<file path="src/rtl/dcim_pkg.sv">
// Shared widths and FSM encoding for the DCIM host driver slice.
package dcim_pkg;
    localparam int DATA_W  = 32;
    localparam int PROD_W  = 64;
    localparam int N_TERMS = 64;
    localparam int ADDR_W  = 6;
    localparam int ACC_W   = PROD_W + ADDR_W;

    typedef enum logic [2:0] {
        IDLE, INIT_REQ, LOAD, WAIT_DONE, RUN, DRAIN, RESULT
    } state_t;
endpackage

</file>
<file path="src/rtl/dcim_host_driver_if.sv">
// Job control, weight/activation streams, macro pins and result port of the DCIM host driver.
// slave = driver view, master = host plus macro view.
interface dcim_host_driver_if;
    import dcim_pkg::*;

    logic              start;
    logic              reload;
    logic              w_valid;
    logic              w_ready;
    logic [DATA_W-1:0] w_data;
    logic              a_valid;
    logic              a_ready;
    logic [DATA_W-1:0] a_data;
    logic              pe_ce;
    logic              init_enable;
    logic [DATA_W-1:0] data_in;
    logic [PROD_W-1:0] data_out;
    logic              init_done;
    logic              valid_out;
    logic              res_valid;
    logic              res_ready;
    logic [ACC_W-1:0]  res_data;
    logic              busy;
    logic              err;

    modport slave (
        input  start, reload, w_valid, w_data, a_valid, a_data,
               data_out, init_done, valid_out, res_ready,
        output w_ready, a_ready, pe_ce, init_enable, data_in,
               res_valid, res_data, busy, err
    );

    modport master (
        output start, reload, w_valid, w_data, a_valid, a_data,
               data_out, init_done, valid_out, res_ready,
        input  w_ready, a_ready, pe_ce, init_enable, data_in,
               res_valid, res_data, busy, err
    );
endinterface

</file>
<file path="src/rtl/dcim_tag_pipe.sv">
// Marks which macro output cycles carry a product we issued; DEPTH cycles from push to tag_out.
// Free-running shift, never stalls.
module dcim_tag_pipe #(
    parameter int DEPTH = 3
) (
    input  logic clk,
    input  logic rst_n,
    input  logic push,
    output logic tag_out,
    output logic empty
);
    logic [DEPTH-1:0] sr_q;

    always_ff @(posedge clk or negedge rst_n) begin
        if (!rst_n) sr_q <= '0;
        else        sr_q <= {sr_q[DEPTH-2:0], push};
    end

    assign tag_out = sr_q[DEPTH-1];
    assign empty   = ~|sr_q;
endmodule

</file>
<file path="src/rtl/dcim_host_driver.sv">
// Loads weights into the DCIM macro, streams activations, returns the 64-term dot product.
// Result ~PROD_LAT+2 cycles after the last activation; streams and result are valid/ready, result held until res_ready.
module dcim_host_driver
    import dcim_pkg::*;
#(
    parameter int PROD_LAT = 3,
    parameter int TIMEOUT  = 16
) (
    input logic              clk,
    input logic              rst_n,
    dcim_host_driver_if.slave bus
);
    localparam int TW = $clog2(TIMEOUT + 1);
    localparam int PW = ADDR_W + 1;

    state_t            state_q, state_d;
    logic [ADDR_W-1:0] wcnt_q, acnt_q;
    logic [TW-1:0]     tcnt_q;
    logic [PW-1:0]     pcnt_q;
    logic [ACC_W-1:0]  acc_q;
    logic [DATA_W-1:0] din_q;
    logic              wl_q, err_q;

    logic              w_ready_c, a_ready_c, pe_ce_c, init_en_c, res_valid_c;
    logic [DATA_W-1:0] data_in_c;
    logic [ACC_W-1:0]  res_data_c;
    logic              w_hs, a_hs, tag_out, tag_empty, acc_en, miss;
    logic              start_ok, res_hs, timeout;

    assign w_hs     = (state_q == LOAD) && bus.w_valid;
    assign a_hs     = (state_q == RUN) && bus.a_valid;
    assign acc_en   = tag_out && bus.valid_out;
    assign miss     = tag_out && !bus.valid_out;
    assign start_ok = (state_q == IDLE) && bus.start;
    assign res_hs   = (state_q == RESULT) && bus.res_ready;
    assign timeout  = (state_q == WAIT_DONE) && !bus.init_done && (tcnt_q == TW'(TIMEOUT - 1));

    dcim_tag_pipe #(.DEPTH(PROD_LAT)) u_tag_pipe (
        .clk     (clk),
        .rst_n   (rst_n),
        .push    (a_hs),
        .tag_out (tag_out),
        .empty   (tag_empty)
    );

    always_comb begin
        state_d     = state_q;
        w_ready_c   = 1'b0;
        a_ready_c   = 1'b0;
        pe_ce_c     = 1'b0;
        init_en_c   = 1'b0;
        data_in_c   = din_q;
        res_valid_c = 1'b0;
        res_data_c  = '0;
        unique case (state_q)
            IDLE: begin
                if (bus.start)
                    state_d = (!bus.reload && wl_q && bus.init_done) ? RUN : INIT_REQ;
            end
            INIT_REQ: begin
                init_en_c = 1'b1;
                pe_ce_c   = 1'b1;
                data_in_c = '0;
                state_d   = LOAD;
            end
            LOAD: begin
                w_ready_c = 1'b1;
                pe_ce_c   = bus.w_valid;
                if (bus.w_valid) data_in_c = bus.w_data;
                if (w_hs && wcnt_q == ADDR_W'(N_TERMS - 1)) state_d = WAIT_DONE;
            end
            WAIT_DONE: begin
                // Keep the macro clocked so it can finish its load sequence.
                pe_ce_c = 1'b1;
                if (bus.init_done) state_d = RUN;
                else if (timeout)  state_d = IDLE;
            end
            RUN: begin
                a_ready_c = 1'b1;
                pe_ce_c   = bus.a_valid;
                if (bus.a_valid) data_in_c = bus.a_data;
                if (a_hs && acnt_q == ADDR_W'(N_TERMS - 1)) state_d = DRAIN;
            end
            DRAIN: begin
                if (tag_empty && pcnt_q == PW'(N_TERMS)) state_d = RESULT;
            end
            RESULT: begin
                res_valid_c = 1'b1;
                res_data_c  = acc_q;
                if (bus.res_ready) state_d = IDLE;
            end
            default: state_d = IDLE;
        endcase
    end

    always_ff @(posedge clk or negedge rst_n) begin
        if (!rst_n) begin
            state_q <= IDLE;
            wcnt_q  <= '0;
            acnt_q  <= '0;
            tcnt_q  <= '0;
            pcnt_q  <= '0;
            acc_q   <= '0;
            din_q   <= '0;
            wl_q    <= 1'b0;
            err_q   <= 1'b0;
        end else begin
            state_q <= state_d;
            din_q   <= data_in_c;
            // Counters wrap to zero after N_TERMS, ready for the next job.
            if (w_hs) wcnt_q <= wcnt_q + ADDR_W'(1);
            if (a_hs) acnt_q <= acnt_q + ADDR_W'(1);
            if (state_q == WAIT_DONE) tcnt_q <= tcnt_q + TW'(1);
            else                      tcnt_q <= '0;
            if (state_q == WAIT_DONE && bus.init_done) wl_q <= 1'b1;
            else if (timeout)                           wl_q <= 1'b0;
            if (start_ok)        err_q <= 1'b0;
            if (timeout || miss) err_q <= 1'b1;
            if (res_hs) begin
                acc_q  <= '0;
                pcnt_q <= '0;
            end else if (acc_en) begin
                acc_q  <= acc_q + ACC_W'(bus.data_out);
                pcnt_q <= pcnt_q + PW'(1);
            end
        end
    end

    assign bus.w_ready     = w_ready_c;
    assign bus.a_ready     = a_ready_c;
    assign bus.pe_ce       = pe_ce_c;
    assign bus.init_enable = init_en_c;
    assign bus.data_in     = data_in_c;
    assign bus.res_valid   = res_valid_c;
    assign bus.res_data    = res_data_c;
    assign bus.busy        = (state_q != IDLE);
    assign bus.err         = err_q;
endmodule

</file>
<file path="src/flat_wrapper.sv">
// flat-port wrapper written by rule: the top's interface ports become plain ports
module dcim_host_driver_flat import dcim_pkg::*;
#(
    parameter int PROD_LAT = 3,
    parameter int TIMEOUT  = 16
)
  (clk, rst_n, bus_start, bus_reload, bus_w_valid, bus_w_data, bus_a_valid, bus_a_data, bus_data_out, bus_init_done, bus_valid_out, bus_res_ready, bus_w_ready, bus_a_ready, bus_pe_ce, bus_init_enable, bus_data_in, bus_res_valid, bus_res_data, bus_busy, bus_err);
  dcim_host_driver_if bus_i ();
  input logic clk;
  input logic rst_n;
  input wire logic [$bits(bus_i.start)-1:0] bus_start;
  input wire logic [$bits(bus_i.reload)-1:0] bus_reload;
  input wire logic [$bits(bus_i.w_valid)-1:0] bus_w_valid;
  input wire logic [$bits(bus_i.w_data)-1:0] bus_w_data;
  input wire logic [$bits(bus_i.a_valid)-1:0] bus_a_valid;
  input wire logic [$bits(bus_i.a_data)-1:0] bus_a_data;
  input wire logic [$bits(bus_i.data_out)-1:0] bus_data_out;
  input wire logic [$bits(bus_i.init_done)-1:0] bus_init_done;
  input wire logic [$bits(bus_i.valid_out)-1:0] bus_valid_out;
  input wire logic [$bits(bus_i.res_ready)-1:0] bus_res_ready;
  output wire logic [$bits(bus_i.w_ready)-1:0] bus_w_ready;
  output wire logic [$bits(bus_i.a_ready)-1:0] bus_a_ready;
  output wire logic [$bits(bus_i.pe_ce)-1:0] bus_pe_ce;
  output wire logic [$bits(bus_i.init_enable)-1:0] bus_init_enable;
  output wire logic [$bits(bus_i.data_in)-1:0] bus_data_in;
  output wire logic [$bits(bus_i.res_valid)-1:0] bus_res_valid;
  output wire logic [$bits(bus_i.res_data)-1:0] bus_res_data;
  output wire logic [$bits(bus_i.busy)-1:0] bus_busy;
  output wire logic [$bits(bus_i.err)-1:0] bus_err;
  assign bus_i.start = bus_start;
  assign bus_i.reload = bus_reload;
  assign bus_i.w_valid = bus_w_valid;
  assign bus_i.w_data = bus_w_data;
  assign bus_i.a_valid = bus_a_valid;
  assign bus_i.a_data = bus_a_data;
  assign bus_i.data_out = bus_data_out;
  assign bus_i.init_done = bus_init_done;
  assign bus_i.valid_out = bus_valid_out;
  assign bus_i.res_ready = bus_res_ready;
  assign bus_w_ready = bus_i.w_ready;
  assign bus_a_ready = bus_i.a_ready;
  assign bus_pe_ce = bus_i.pe_ce;
  assign bus_init_enable = bus_i.init_enable;
  assign bus_data_in = bus_i.data_in;
  assign bus_res_valid = bus_i.res_valid;
  assign bus_res_data = bus_i.res_data;
  assign bus_busy = bus_i.busy;
  assign bus_err = bus_i.err;
  dcim_host_driver #(.PROD_LAT(PROD_LAT), .TIMEOUT(TIMEOUT)) u_core (.clk(clk), .rst_n(rst_n), .bus(bus_i));
endmodule
</file>
<file path="config.mk">
export PLATFORM = sky130hd
export DESIGN_NAME = dcim_host_driver_flat
export DESIGN_NICKNAME = d
export VERILOG_FILES = /design/src/rtl/dcim_pkg.sv /design/src/rtl/dcim_host_driver_if.sv /design/src/rtl/dcim_tag_pipe.sv /design/src/rtl/dcim_host_driver.sv /design/src/flat_wrapper.sv
export SDC_FILE = /design/constraint.sdc
export NUM_CORES = 1
export LEC_CHECK = 0
export CAP_MARGIN = 15
export CORE_MARGIN = 5
export CORE_UTILIZATION = 65
export CTS_CLUSTER_DIAMETER = 120
export CTS_CLUSTER_SIZE = 16
export DETAILED_ROUTE_END_ITERATION = 10
export DONT_BUFFER_PORTS = 1
export PLACE_DENSITY = 0.8
export RECOVER_POWER = 50
export SLEW_MARGIN = 20
export SYNTH_ARGS = -nofsm -noshare
export SYNTH_HDL_FRONTEND = slang
export SYNTH_HIERARCHICAL = 1
export SYNTH_SLANG_ARGS = --single-unit
</file>
<file path="constraint.sdc">
create_clock -name clk -period 3.8 [get_ports clk]
set_clock_uncertainty 0.1 [all_clocks]
set_input_delay 0.95 -clock clk [delete_from_list [all_inputs] [get_ports clk]]
set_output_delay 0.95 -clock clk [all_outputs]
set_load 0.01 [all_outputs]
</file>
Yosys cells after proc, flatten, opt, wreduce, memory -nomap -nowiden:

Cells that the tools add are included.

* flip-flop bits (word level): 134
* bits of input ports: 137
* output and inout port bits: 109
* logic and storage cells: 85

* add/subtract/negate cells: 5
* eq/ne operators: 16
* mux-type cells: 27
* reduce and logical (&&, ||, !) cells: 27

Operators by type and width (count)
* $mux 70: 3
* $pmux 32 s3: 1
* $add 70x64->70: 1
* $mux 32: 2
* $mux 3: 8
* $pmux 3 s7: 1
* $logic_and 1x1->1: 14
* $mux 7: 2
* $add 6x1->6 const B: 2
* $eq 6x6->1 const B: 2
* $eq 3x3->1 const B: 3
* $mux 1: 8
* $ne 2x2->1 const B: 4
* $add 7x1->7 const B: 1
* $eq 7x7->1 const B: 1
* $eq 3x2->1 const B: 2
* $reduce_and 6->1: 1
* $reduce_bool 2->1: 3
* $add 5x1->5 const B: 1
* $eq 5x4->1 const B: 1
* $mux 5: 1
* $logic_not 1->1: 4
* $eq 3x1->1 const B: 1
* $logic_not 3->1: 1
* 7 further kinds: 7

Longest topological paths before layout:

* word-level depth: 6
* mapped depth: 12
* depth with buffers taken out: 12

Cells and area by module:

The synthesis kept the hierarchy.

By module, submodules not included
* dcim_host_driver: instances 1, cells an instance 1187, area each 9877.0 um^2, seq. area each 3278.1 um^2
* dcim_tag_pipe: instances 1, cells an instance 4, area each 85.1 um^2, seq. area each 75.1 um^2

Worst setup path after synthesis:

No wires, ideal clock.

* path kind: in2reg
* start: input bus_data_out[0]
* end: register u_core.acc_q[38]
* library setup time: 0.127 ns
* data arrival time: 3.167 ns
* data required time: 3.573 ns
* path slack: 0.406 ns
* stages: 12
* path buffers: 0
* cells stage by stage: ha_1 fa_1 a21oi_1 nand4b_4 a211oi_2 nor2_1 o21a_2 nor3_1 or3b_4 a31oi_1 xnor2_1 o21ai_1

* word-level cells in the longest chain between the ends: 3

RTL lines
* start: declaration: RTL line flat_wrapper.sv:17 `input wire logic [$bits(bus_i.data_out)-1:0] bus_data_out;`
* $add 70x64->70: RTL line dcim_host_driver.sv:123 `acc_q <= acc_q + ACC_W'(bus.data_out);`
* $mux 70: RTL line dcim_host_driver.sv:122 `end else if (acc_en) begin`
* $mux 70: RTL line dcim_host_driver.sv:119 `if (res_hs) begin`
* end signal: assignment: RTL line dcim_host_driver.sv:123
* end: declaration: RTL line dcim_host_driver.sv:20 `logic [ACC_W-1:0] acc_q;`

No other way between the ends. The select of a mux whose other input is x is not followed.
A chain may end at the register's enable or synchronous reset.

Worst setup path after layout:

* start: register u_core.state_q[2]
* end: output bus_data_in[2]

* word-level cells in the longest chain between the ends: 2
* elaborated cells on any way between the ends: 4
* those cells by class: eq/ne: 3; mux: 1

RTL lines
* start: declaration: RTL line dcim_host_driver.sv:16 `state_t state_q, state_d;`
* start signal: assignment: RTL line dcim_host_driver.sv:108 `state_q <= state_d;`
* $eq 3x3->1, or another cell as far along: RTL line dcim_host_driver.sv:55 `unique case (state_q)`
* $pmux 32 s3 (*): RTL line dcim_host_driver.sv:55
* end: declaration: RTL line flat_wrapper.sv:25 `output wire logic [$bits(bus_i.data_in)-1:0] bus_data_in;`

Every way passes the cells marked *; elsewhere a longest branch is shown, timed or not.

==> impl_metrics.yaml <==
die:
  ios: 246
  std_cell_rows: 45
  core-area_um2: 15100
  initial_core_util: 0.658
  die_y_um: 134
  fp.dieW_um: 134
  die_area_um2: 17900
detailed_routing:
  vias_per_cell: 6.51
  wire_per_inst_um: 20.0
  ant_nets: 0
  firstDrtPassIters: 6
  drc: 0
  first_iter_violations: 726
  vias: 8879
  totalWireLength_um: 27300
final_layout:
  drive_above_1_share: 0.0758
  fin_nets: 1369
  area_growth_pct: 6.97
  fillers: 1223
worst_setup_path:
  crit_path_max_incr_delay_ps: 510
  cp_top_family: "simple AND/OR/NAND/NOR gates"
  timing.rr.end: "u_core/acc_q[65]"
  critPathLaunch: "u_core/state_q[2]"
  worstSetupEndpoint: "bus_data_in[2]"
  crit_cells: 6
  rrSetupSlack_ps: 440
  cp.required_ps: 2750
  slowest_stage: "dfrtp_1"
  r2r_start: "u_core/acc_q[12]"
  critPathCaptureType: "output pin"
  worst-path-buf-inv: 2
  startpoint_type: "register"
  path_cells: "nor3_1 > and2_0 > a21oi_1 > buf_4 > a222oi_1 > inv_1"
  reg2reg_depth: 11
  cp_max_fo: 32
  cp.arrival_ps: 2440
  crit_type: "register to output pin"
pwr:
  vdd.ir_drop.worst_mv: 0.572
  power_density_nw_per_um2: 847
  fin_total_pwr_uw: 9020
  p_leak_uw: 0.00507
logic_synthesis:
  synth_seq_area_share: 0.337
  ys_seq_elements: 134
  avgSynthCellArea_um2: 8.36
  synth_cell_types: 78
  synth_ff_type: "dfrtp_1"
  ys_warn_count: 6
  synth-edff-count: 0
  ys_async_sr_fraction: 1.00
  syn_nets: 1399
  syn-instance-count: 1191
  syn_area_um2: 9960
place:
  gp_congestion: 0.954
  port_buffers: 0
  place_hpwl_um: 20000
global_route:
  grt_pass1_wl_um: 44000
  grt_antenna_before_repair: 1
  grt-busiest-layer: "met2"
  grt_pass1_vias: 8644
  grt.overflow.total: 0
  grt_max_degree: 135
  met1_usage: 0.384
  gr-usage-met3: 0.0728
  grt_usage: 0.299
  grt.met2_usage: 0.496
timing:
  tightest_slew_ps: 1300
  final_max_slew_viol_count: 0
  fin_crit_ps: 3490
  rsz0062_at_grt: "no"
  maxSlewHeadroom: 0.130
  setup_viol: 0
  fin_tns_setup_ps: 0
  fmax_ghz: 0.286
  fin_crit_sh: 0.919
  hold_viol: 0
  fin_hold_ws_ps: 124
cts:
  cts_setup_buffers: 0
  clockBufferDepth: 2
  h-tree-depth: 4
  cts.clk_slew.worst_paths_ps: 70
  root_buffer: "clkbuf_16"
  clock_sinks: 134
  postCtsHoldBufs: 0
  cts_inserted_buffers: 17
  clkLatencyLatePin_ps: 410
  tritoncts: "done"
  post_cts_resized: 0
status:
  outcome: "complete, no violations"
min_path:
  worstHoldPathType: "input port to asynchronous set/reset pin"
flow_run:
  cap_violations: 0
[cells in the mapped netlist (32+ instances only)]
cell type | instances | area [um^2]
inv_1 | 53 | 199
nand2_1 | 159 | 597
and2_1 | 73 | 457
a222oi_1 | 32 | 320
nand3_1 | 37 | 185
ha_1 | 70 | 876
nor2_1 | 59 | 221
dfrtp_1 | 134 | 3350
a21oi_1 | 108 | 541
a21o_1 | 49 | 368
xnor2_1 | 39 | 342
clkbuf_1 | 52 | 195
o21ai_0 | 62 | 310
[cells in the final DEF, fill, tap and decap left out, types with 7 or more instances in the layout]
cell,n
and4_1,7
and2_1,71
o211ai_1,8
xnor2_1,39
nand3_1,37
buf_4,25
a211oi_1,11
nor3_1,27
a21o_1,49
o21bai_1,9
a31oi_1,10
clkbuf_16,17
a222oi_1,32
nand4_1,23
nand2_1,158
dfrtp_1,134
nor2b_1,7
ha_1,70
xor2_1,31
or3_1,10
a21oi_1,108
o21ai_0,62
nor2_1,59
inv_1,53
o21ai_1,12
[report_power, final]
part | leakage (uW) | internal, uW | switching, uW
Combinational | 0.00307 | 1950 | 2900
Sequential | 0.00169 | 1990 | 417
Clock | 0.000308 | 1060 | 706
[layer usage]
layer | vias to the layer above | routed length, um
met4 | 0 | 816
met5 | - | 0
met3 | 55 | 2320
met2 | 388 | 12900
li1 | 4214 | -
met1 | 4222 | 11300
[flip-flops by register name (all words and copies together), names as in the netlist]
name,flops
u_core/acc_q,70
u_core/pcnt_q,7
u_core/u_tag_pipe/sr_q,3
u_core/wcnt_q,6
u_core/din_q,32
u_core/tcnt_q,5
u_core/bus.err,1
u_core/state_q,3
u_core/acnt_q,6
u_core/wl_q,1
[worst register-to-register path, delay by kind of cell (launching register included)]
family / cells / cell delay (ps)
flip-flops: 1 / 430
AO/OA/AOI/OAI: 9 / 2230
adder cells (fa/ha/maj): 1 / 420
AND/OR/NAND/NOR: 1 / 80
[through the flow]
stage                     setup slack, ps  instances  area (um^2)   util
after detailed placement             31.0       1330        10000  0.663
after global placement               91.0       1330        10000  0.663
after CTS                             325       1362        10700  0.704
after global routing                 78.0       1363        10700  0.704
final                                 306       1363        10700  0.704
after floorplan                       406       1191         9960      -
[worst min-delay path by stage]
stage,start,endpoint
after floorplan,u_core/u_tag_pipe/sr_q[1],u_core/u_tag_pipe/sr_q[2]
after global placement,u_core/u_tag_pipe/sr_q[1],u_core/u_tag_pipe/sr_q[2]
after detailed placement,u_core/u_tag_pipe/sr_q[1],u_core/u_tag_pipe/sr_q[2]
after CTS,rst_n,u_core/acc_q[37]
after global routing,rst_n,u_core/acc_q[58]
final,rst_n,u_core/acc_q[58]
[layout make-up]
type	count	area, um^2	area share
Multi-Input combinational cell	929	6050	0.567
Tap cell	188	235	0.0221
Clock inverter	15	204	0.0191
Antenna cell	1	2.50	0.000235
Sequential cell	134	3350	0.315
Inverter	53	199	0.0187
Clock buffer	17	425	0.0399
Timing Repair Buffer	26	191	0.0180
[cells by family (layout without fill, tap and decap cells)]
group | count (synthesis) | count (layout) | share of synthesized area
xor gates and xnor gates | 70 | 70 | 0.0615
adders and majority gates | 71 | 71 | 0.0899
muxes | 5 | 5 | 0.00528
AOI/OAI and AO/OA | 347 | 347 | 0.231
and+or+nand+nor | 436 | 436 | 0.218
buffers and inverters | 128 | 111 | 0.0574
other | 0 | 1 | 0
DFF | 134 | 134 | 0.337
No activity file was read; power rests on OpenSTA's default activity.
